**config.mk**
```make
export PLATFORM = sky130hd
export DESIGN_NAME = fu_pipe_wrapper
export DESIGN_NICKNAME = d
export VERILOG_FILES = /design/src/rtl/fu_pipe_wrapper.sv
export SDC_FILE = /design/constraint.sdc
export NUM_CORES = 2
export LEC_CHECK = 0
export ABC_AREA = 1
export BUFFER_PORTS_ARGS = -buffer_cell sky130_fd_sc_hd__buf_2
export CORE_UTILIZATION = 60
export DETAILED_ROUTE_END_ITERATION = 10
export GPL_TIMING_DRIVEN = 0
export PLACE_DENSITY = 0.77
export SYNTH_ARGS = -nofsm -noshare
export SYNTH_HDL_FRONTEND = slang
export SYNTH_SLANG_ARGS = --single-unit
```
**constraint.sdc**
```tcl
create_clock -name clk_i -period 7.2 [get_ports clk_i]
set_input_delay 1.08 -clock clk_i [delete_from_list [all_inputs] [get_ports clk_i]]
set_output_delay 1.08 -clock clk_i [all_outputs]
set_load 0.02 [all_outputs]
```
**src/rtl/fu_pipe_wrapper.sv**
```systemverilog
// Pipelined arithmetic functional unit with a single registered output stage.
// Element-wise ops (ADD/SUB/MUL/shifts/NOP) produce one result per accepted
// beat. Reduction ops (ACC/RMAX/RMIN/MAC) fold L beats into a single result
// using a two-state IDLE/RUN controller.
module fu_pipe_wrapper #(
    parameter int WIDTH = 32,
    parameter int CNT_W = 16
) (
    input  logic             clk_i,
    input  logic             rst_i,
    input  logic [3:0]       op_i,
    input  logic [WIDTH-1:0] a_i,
    input  logic [WIDTH-1:0] b_i,
    input  logic             sat_i,
    input  logic [CNT_W-1:0] red_len_i,
    input  logic             in_valid_i,
    output logic             in_ready_o,
    output logic             out_valid_o,
    input  logic             out_ready_i,
    output logic [WIDTH-1:0] res_o,
    output logic             ovf_o,
    output logic             busy_o
);

    localparam int SHW = $clog2(WIDTH);

    localparam logic [WIDTH-1:0] MAX_POS = {1'b0, {(WIDTH-1){1'b1}}};
    localparam logic [WIDTH-1:0] MIN_NEG = {1'b1, {(WIDTH-1){1'b0}}};
    localparam logic [CNT_W-1:0] CNT_ONE = {{(CNT_W-1){1'b0}}, 1'b1};

    localparam logic [3:0] OP_NOP  = 4'd0;
    localparam logic [3:0] OP_ADD  = 4'd1;
    localparam logic [3:0] OP_SUB  = 4'd2;
    localparam logic [3:0] OP_MUL  = 4'd3;
    localparam logic [3:0] OP_ARSH = 4'd4;
    localparam logic [3:0] OP_LRSH = 4'd5;
    localparam logic [3:0] OP_LSH  = 4'd6;
    localparam logic [3:0] OP_ACC  = 4'd7;
    localparam logic [3:0] OP_RMAX = 4'd8;
    localparam logic [3:0] OP_RMIN = 4'd9;
    localparam logic [3:0] OP_MAC  = 4'd10;

    localparam logic [0:0] STATE_IDLE = 1'b0;
    localparam logic [0:0] STATE_RUN  = 1'b1;

    // Add or subtract on WIDTH+1 bits; returns {ovf, result}, clamping when sat is set.
    function automatic logic [WIDTH:0] addSub(input logic [WIDTH-1:0] x,
                                              input logic [WIDTH-1:0] y,
                                              input logic doSub,
                                              input logic sat);
        logic [WIDTH:0]   sum;
        logic             ovf;
        logic [WIDTH-1:0] res;
        if (doSub) sum = {x[WIDTH-1], x} - {y[WIDTH-1], y};
        else       sum = {x[WIDTH-1], x} + {y[WIDTH-1], y};
        ovf = sum[WIDTH] ^ sum[WIDTH-1];
        res = sum[WIDTH-1:0];
        if (ovf && sat) res = sum[WIDTH] ? MIN_NEG : MAX_POS;
        return {ovf, res};
    endfunction

    // Full signed product; overflow when the upper half is not a sign extension.
    function automatic logic [WIDTH:0] mulSat(input logic [WIDTH-1:0] x,
                                              input logic [WIDTH-1:0] y,
                                              input logic sat);
        logic signed [2*WIDTH-1:0] xs;
        logic signed [2*WIDTH-1:0] ys;
        logic signed [2*WIDTH-1:0] prod;
        logic [WIDTH:0]            topBits;
        logic                      ovf;
        logic [WIDTH-1:0]          res;
        xs      = {{WIDTH{x[WIDTH-1]}}, x};
        ys      = {{WIDTH{y[WIDTH-1]}}, y};
        prod    = xs * ys;
        topBits = prod[2*WIDTH-1:WIDTH-1];
        ovf     = !((&topBits) || (~|topBits));
        res     = prod[WIDTH-1:0];
        if (ovf && sat) res = prod[2*WIDTH-1] ? MIN_NEG : MAX_POS;
        return {ovf, res};
    endfunction

    // One-cycle element-wise operation; opcodes outside the table act as NOP.
    function automatic logic [WIDTH:0] elemOp(input logic [3:0] op,
                                              input logic [WIDTH-1:0] x,
                                              input logic [WIDTH-1:0] y,
                                              input logic sat);
        logic [SHW-1:0]   shamt;
        logic [WIDTH-1:0] shifted;
        logic [WIDTH:0]   result;
        shamt   = y[SHW-1:0];
        shifted = '0;
        result  = '0;
        case (op)
            OP_NOP:  result = '0;
            OP_ADD:  result = addSub(x, y, 1'b0, sat);
            OP_SUB:  result = addSub(x, y, 1'b1, sat);
            OP_MUL:  result = mulSat(x, y, sat);
            OP_ARSH: begin
                shifted = $signed(x) >>> shamt;
                result  = {1'b0, shifted};
            end
            OP_LRSH: begin
                shifted = x >> shamt;
                result  = {1'b0, shifted};
            end
            OP_LSH: begin
                shifted = x << shamt;
                result  = {1'b0, shifted};
            end
            default: result = '0;
        endcase
        return result;
    endfunction

    // First term loaded into the accumulator when a reduction starts.
    function automatic logic [WIDTH:0] redFirst(input logic [3:0] op,
                                                input logic [WIDTH-1:0] x,
                                                input logic [WIDTH-1:0] y,
                                                input logic sat);
        logic [WIDTH:0] result;
        if (op == OP_MAC) result = mulSat(x, y, sat);
        else              result = {1'b0, x};
        return result;
    endfunction

    // Fold one further beat into the accumulator; MAC reports product and sum overflow.
    function automatic logic [WIDTH:0] redStep(input logic [3:0] op,
                                               input logic [WIDTH-1:0] acc,
                                               input logic [WIDTH-1:0] x,
                                               input logic [WIDTH-1:0] y,
                                               input logic sat);
        logic [WIDTH:0] prod;
        logic [WIDTH:0] sum;
        logic [WIDTH:0] result;
        prod   = '0;
        sum    = '0;
        result = {1'b0, acc};
        case (op)
            OP_ACC:  result = addSub(acc, x, 1'b0, sat);
            OP_MAC: begin
                prod   = mulSat(x, y, sat);
                sum    = addSub(acc, prod[WIDTH-1:0], 1'b0, sat);
                result = {prod[WIDTH] | sum[WIDTH], sum[WIDTH-1:0]};
            end
            OP_RMAX: result = {1'b0, ($signed(x) > $signed(acc)) ? x : acc};
            OP_RMIN: result = {1'b0, ($signed(x) < $signed(acc)) ? x : acc};
            default: result = {1'b0, acc};
        endcase
        return result;
    endfunction

    logic [0:0]       state_q, state_d;
    logic [3:0]       redOp_q, redOp_d;
    logic             redSat_q, redSat_d;
    logic [CNT_W-1:0] redLen_q, redLen_d;
    logic [CNT_W-1:0] cnt_q, cnt_d;
    logic [WIDTH-1:0] acc_q, acc_d;
    logic             accOvf_q, accOvf_d;
    logic             outValid_q, outValid_d;
    logic [WIDTH-1:0] outRes_q, outRes_d;
    logic             outOvf_q, outOvf_d;

    logic             canLoad;
    logic             isLast;
    logic             inReady;
    logic             accept;
    logic             isRedOp;
    logic [CNT_W-1:0] lenEff;
    logic [WIDTH:0]   elemResult;
    logic [WIDTH:0]   firstTerm;
    logic [WIDTH:0]   stepTerm;

    // Handshake decode: only beats that load the output register wait on back-pressure.
    always_comb begin
        canLoad    = !outValid_q || out_ready_i;
        isLast     = (cnt_q == (redLen_q - CNT_ONE));
        inReady    = ((state_q == STATE_RUN) && !isLast) ? 1'b1 : canLoad;
        accept     = in_valid_i && inReady;
        isRedOp    = (op_i == OP_ACC) || (op_i == OP_RMAX) ||
                     (op_i == OP_RMIN) || (op_i == OP_MAC);
        lenEff     = (red_len_i == '0) ? CNT_ONE : red_len_i;
        elemResult = elemOp(op_i, a_i, b_i, sat_i);
        firstTerm  = redFirst(op_i, a_i, b_i, sat_i);
        stepTerm   = redStep(redOp_q, acc_q, a_i, b_i, redSat_q);
    end

    // Next-state logic for the reduction controller and the output register.
    always_comb begin
        state_d    = state_q;
        redOp_d    = redOp_q;
        redSat_d   = redSat_q;
        redLen_d   = redLen_q;
        cnt_d      = cnt_q;
        acc_d      = acc_q;
        accOvf_d   = accOvf_q;
        outValid_d = outValid_q;
        outRes_d   = outRes_q;
        outOvf_d   = outOvf_q;

        if (outValid_q && out_ready_i) outValid_d = 1'b0;

        if (accept) begin
            if (state_q == STATE_IDLE) begin
                if (!isRedOp) begin
                    outValid_d = 1'b1;
                    outRes_d   = elemResult[WIDTH-1:0];
                    outOvf_d   = elemResult[WIDTH];
                end else if (lenEff == CNT_ONE) begin
                    acc_d      = firstTerm[WIDTH-1:0];
                    accOvf_d   = firstTerm[WIDTH];
                    outValid_d = 1'b1;
                    outRes_d   = firstTerm[WIDTH-1:0];
                    outOvf_d   = firstTerm[WIDTH];
                    cnt_d      = '0;
                end else begin
                    acc_d    = firstTerm[WIDTH-1:0];
                    accOvf_d = firstTerm[WIDTH];
                    redOp_d  = op_i;
                    redSat_d = sat_i;
                    redLen_d = lenEff;
                    cnt_d    = CNT_ONE;
                    state_d  = STATE_RUN;
                end
            end else begin
                acc_d    = stepTerm[WIDTH-1:0];
                accOvf_d = accOvf_q | stepTerm[WIDTH];
                if (isLast) begin
                    outValid_d = 1'b1;
                    outRes_d   = stepTerm[WIDTH-1:0];
                    outOvf_d   = accOvf_q | stepTerm[WIDTH];
                    cnt_d      = '0;
                    state_d    = STATE_IDLE;
                end else begin
                    cnt_d = cnt_q + CNT_ONE;
                end
            end
        end
    end

    // State registers; reset clears everything, including any partial reduction.
    always_ff @(posedge clk_i or posedge rst_i) begin
        if (rst_i) begin
            state_q    <= STATE_IDLE;
            redOp_q    <= OP_NOP;
            redSat_q   <= 1'b0;
            redLen_q   <= '0;
            cnt_q      <= '0;
            acc_q      <= '0;
            accOvf_q   <= 1'b0;
            outValid_q <= 1'b0;
            outRes_q   <= '0;
            outOvf_q   <= 1'b0;
        end else begin
            state_q    <= state_d;
            redOp_q    <= redOp_d;
            redSat_q   <= redSat_d;
            redLen_q   <= redLen_d;
            cnt_q      <= cnt_d;
            acc_q      <= acc_d;
            accOvf_q   <= accOvf_d;
            outValid_q <= outValid_d;
            outRes_q   <= outRes_d;
            outOvf_q   <= outOvf_d;
        end
    end

    assign in_ready_o  = inReady;
    assign out_valid_o = outValid_q;
    assign res_o       = outRes_q;
    assign ovf_o       = outOvf_q;
    assign busy_o      = (state_q == STATE_RUN);

endmodule

```
==> results of run 1 <==
synthesized netlist by cell type (all sizes together), types with 32 or more instances:
| master | number | share of area (%) |
|---|---|---|
| clkbuf | 305 | 1.9 |
| nand3 | 347 | 3.0 |
| buf | 109 | 0.96 |
| nor2 | 433 | 2.8 |
| nand2 | 2625 | 16 |
| dfrtp | 105 | 4.3 |
| or2 | 41 | 0.42 |
| a22oi | 35 | 0.45 |
| xor2 | 140 | 2.0 |
| xnor2 | 46 | 0.67 |
| fa | 1086 | 36 |
| nor3 | 56 | 0.49 |
| nand4 | 44 | 0.49 |
| o21a | 32 | 0.40 |
| a21oi | 420 | 3.5 |
| inv | 2202 | 14 |
| o21ai | 363 | 3.0 |
| ha | 349 | 7.2 |
metrics by stage:
step / utilization, % / setup slack, ps / area [um^2] / hold WS, ps
global placement: 63.0 / -7600 / 63000 / 504
floorplan: - / -3290 / 60800 / 472
CTS: 69.2 / -4290 / 69200 / 539
detailed placement: 63.1 / -7620 / 63100 / 510
repair_timing:
action                                  4_1_cts
cloned                                        7
pin swaps                                   183
buffers inserted                            132
resized for setup                          1205
endpoints found under the setup margin       66
routing by layer:
layer,GRT usage (%),overflow
met1,78.9,15
met2,86.3,94
met3,57.9,14
met4,60.7,56
met5,28.6,5
kinds of logic after synthesis:
family	after synthesis	share of synthesized area (%)
AND/OR/NAND/NOR	3589	24.0
buffers and inverters	2622	16.6
adder cells (fa/ha/maj)	1435	43.2
AO/OA/AOI/OAI	991	9.12
XOR/XNOR	186	2.70
flip-flops	105	4.35
multiplexers	3	0.0497
==> reports/summary.txt, run 1 <==
Crit. endpoint post-GRT repair -> res_o[13]$_DFFE_PP0P_/D
Initial core utilization -> 60.4%
Yosys warns -> 0
Routability Congestion -> 1.16
Avg Inst Size Synth -> 6.76 um^2
Async S/R FF share, synth -> 100%
Die Span X -> 319 um
Failing step -> global routing
Mapped cell area -> 0.0604 mm^2
Synthesized flop and latch total -> 105
Status -> did not finish
Cells after DPL -> 10353
Largest net degree at the start of global routing -> 71
Io pins -> 125
Clock Sinks -> 105
Total gr overflow -> 184
H-Tree Level Count -> 3
Die Y -> 319 um
Err -> [ERROR GRT-0232] Routing congestion too high. Check the congestion heatmap in the GUI.
Synthesized Nets -> 10455
Sequential share of the synthesized area -> 4.35%
Num CTS Buffers -> 9
Global Route Usage Sum -> 72.6%
EDFF count, synth -> 0
Post-synthesis cell type count -> 64
WEP type -> register input
Root buffer cell -> clkbuf_16
Count of buffers from port buffering -> 123
Gate Count Post-Synth -> 8931
Ys flop type -> dfrtp_1
Num rows -> 116
Detailed Place HPWL -> 241 mm
Hold buffers post-CTS -> 0
CTS max path bufs -> 2
==> inputs of run 2 (changes only) <==
--- a/config.mk
+++ b/config.mk
@@ -7,10 +7,10 @@
 export LEC_CHECK = 0
 export ABC_AREA = 1
 export BUFFER_PORTS_ARGS = -buffer_cell sky130_fd_sc_hd__buf_2
-export CORE_UTILIZATION = 60
+export CORE_UTILIZATION = 40
 export DETAILED_ROUTE_END_ITERATION = 10
 export GPL_TIMING_DRIVEN = 0
-export PLACE_DENSITY = 0.77
+export PLACE_DENSITY_LB_ADDON = 0.15
 export SYNTH_ARGS = -nofsm -noshare
 export SYNTH_HDL_FRONTEND = slang
 export SYNTH_SLANG_ARGS = --single-unit
==> reports/summary.txt, run 2 <==
Reg2Reg Setup Slack -> 1580 ps
FILL cells -> 15756
Largest family of logic cells by synthesized area -> adder cells
Global Route Usage Sum -> 40.1%
Sequential share of the synthesized area -> 4.35%
Largest net degree at the start of global routing -> 73
Ys flop type -> dfrtp_1
Num rows -> 142
Hold Vio Cnt, Final -> 0
Worst Setup Start Kind -> input pin
Die area -> 0.153 mm^2
Mapped cell area -> 0.0604 mm^2
Async S/R FF share, synth -> 100%
Final instance area -> 0.0709 mm^2
Avg Inst Size Synth -> 6.76 um^2
CTS max path bufs -> 2
R2r endpoint -> res_o[18]
Final WS setup -> -4470 ps
Cell at the slowest stage of the critical path -> fa_1
Hold EP -> redOp_q[2]
Initial core utilization -> 40.3%
Dpl cell area -> 0.0640 mm^2
Status -> finished with violations
Core Area -> 0.150 mm^2
DRT Wirelength -> 306 mm
Max-Cap Viols -> 1
Fin Hold WS -> 537 ps
Synth top area share -> 36.0%
Max_slew headroom -> 1.25%
Worst hold-check path type -> reg2reg
Detailed Place HPWL -> 260 mm
Synth Area in XOR/XNOR -> 2.70%
Share of post-route cells with drive strength above 1 -> 14.2%
Clk pin slew, worst setup/hold paths -> 90 ps
CP max stage delay -> 600 ps
Count of buffers from port buffering -> 123
First-pass GRT wire length -> 435 mm
Iter 0 DRT Violations -> 6822
Tcrit/Tclk final -> 162%
Most common cell in the netlist -> nand2_1
Fin nets -> 10757
Post-synthesis cell type count -> 64
Fin crit period -> 11670 ps
DR pass1 iterations -> 9
Clock Sinks -> 105
Total gr overflow -> 0
Synthesized flop and latch total -> 105
Root buffer cell -> clkbuf_16
Die Span X -> 391 um
Num CTS Buffers -> 9
Hold path start -> redOp_q[2]
Worst Reg2Reg Path Length in Cells -> 21
Gate Count Post-Synth -> 8931
Crit-path max FO -> 10
Compound-cell area share of the yosys netlist -> 9.12%
Routability Congestion -> 1.05
Simple-gate share of the synthesized area -> 24.0%
Final antenna-violating net count -> 0
Post-synthesis mux area share -> 0.0497%
Min-Delay Path Depth -> 1
Failing checks -> max-capacitance violations, negative setup slack
Synthesized Nets -> 10455
Commonest non-fill, non-tap cells in the layout -> nand2_1, inv_1, fa_1, a21oi_1
Top post-synthesis cells by area -> fa_1, nand2_1, inv_1
P&R area growth vs syn -> 17.3%
Data required, critical path -> 7500 ps
H-Tree Level Count -> 3
Hold buffers post-CTS -> 0
RSZ-0062 raised after global routing -> yes
Post-synth top cells -> nand2_1, inv_1, fa_1
Die Y -> 391 um
Peak Freq -> 0.0857 GHz
Io pins -> 125
Vias -> 61591
EDFF count, synth -> 0
Sum Neg Setup Slack -> -283040 ps
Initial antenna violation count -> 12
Drt drc -> 0
Worst setup EP type -> register
Vias/cell -> 5.47
Final Core Density -> 47.3%
Max-slew violation count -> 0
Clock Skew -> 18.1 ps
R2r startpoint -> acc_q[31]
Setup-failing EPs final -> 66
Commonest non-fill, non-tap cell in the layout -> nand2_1
Slew at the pin with the worst max-slew slack -> 1470 ps
Wirelength per Cell -> 27.2 um
Synth Area in Adders -> 43.2%
Crit path kind -> in2reg
Worst EP arrival -> 11970 ps
Yosys top cell by area -> fa_1
Worst-Skew Late Latency -> 420 ps
Vias in the first global route -> 61110
CTS tree -> built
Yosys warns -> 0
run 2: cell counts after synthesis:
No cell type changed its count.
run 2: kinds of logic (layout without fill, tap and decap cells):
kind of cell | count (synthesis) | count (layout)
fa+ha+maj | 1435 | 1435
buf+inv | 2622 | 2929
simple gates | 3589 | 3589
mux | 3 | 3
flops | 105 | 105
compound gates | 991 | 991
other cells | 0 | 6
xor+xnor | 186 | 186
run 2: cell type report:
cell class | count | area (um^2) | share of cell area (%)
well taps | 2016 | 2520 | 3.56
multi-input cells | 6204 | 51100 | 72.0
repair buffers | 298 | 2290 | 3.23
plain buffers | 407 | 3690 | 5.20
inverters | 2208 | 8350 | 11.8
flip-flops and latches | 105 | 2630 | 3.71
clock buffers | 9 | 225 | 0.318
clock inverters | 7 | 93.8 | 0.132
diodes | 6 | 15.0 | 0.0212
run 2: how the worst max path moves through the flow:
stage | startpoint | to | slack (ps) | cells past startpoint
6_report | a_i[19] | res_o[26] | -4470 | 55
5_1_grt | b_i[15] | res_o[28] | -4640 | 56
4_1_cts | b_i[3] | res_o[22] | -4580 | 61
3_5_place_dp | a_i[28] | res_o[21] | -8120 | 59
3_3_place_gp | a_i[28] | res_o[20] | -8120 | 55
2_1_floorplan | a_i[31] | res_o[26] | -3290 | 62
run 2: what timing repair did:
| item | CTS | global route |
|---|---|---|
| setup endpoints to repair | 66 | 66 |
| setup buffers | 71 | 99 |
| pin swaps | 114 | 188 |
| gates cloned | 2 | 3 |
| gates resized for setup | 876 | 771 |
run 2: per-stage QoR:
step,instances,setup slack [ps]
final,11260,-4470
after global routing,11254,-4640
after CTS,11155,-4580
after detailed placement,11071,-8120
after global placement,11070,-8120
after floorplan,8931,-3290
run 2: per-layer routing:
| metal | vias up | wire length, um | GRT usage [%] |
|---|---|---|---|
| li1 | 26987 | - | - |
| met1 | 30457 | 121000 | 52.6 |
| met2 | 3337 | 132000 | 60.7 |
| met3 | 800 | 31400 | 8.53 |
| met4 | 10 | 22600 | 23.6 |
| met5 | - | 64 | 0 |
run 2: critical path, delay by kind of cell:
kind | cells | cell delay (ps)
AO/OA/AOI/OAI | 5 | 890
adder cells (fa/ha/maj) | 10 | 4930
AND/OR/NAND/NOR | 30 | 3570
buffers and inverters | 10 | 1410
Power of run 2 is not shown: default switching activity piles up to over one toggle a cycle in this logic, so the estimate is an artifact.
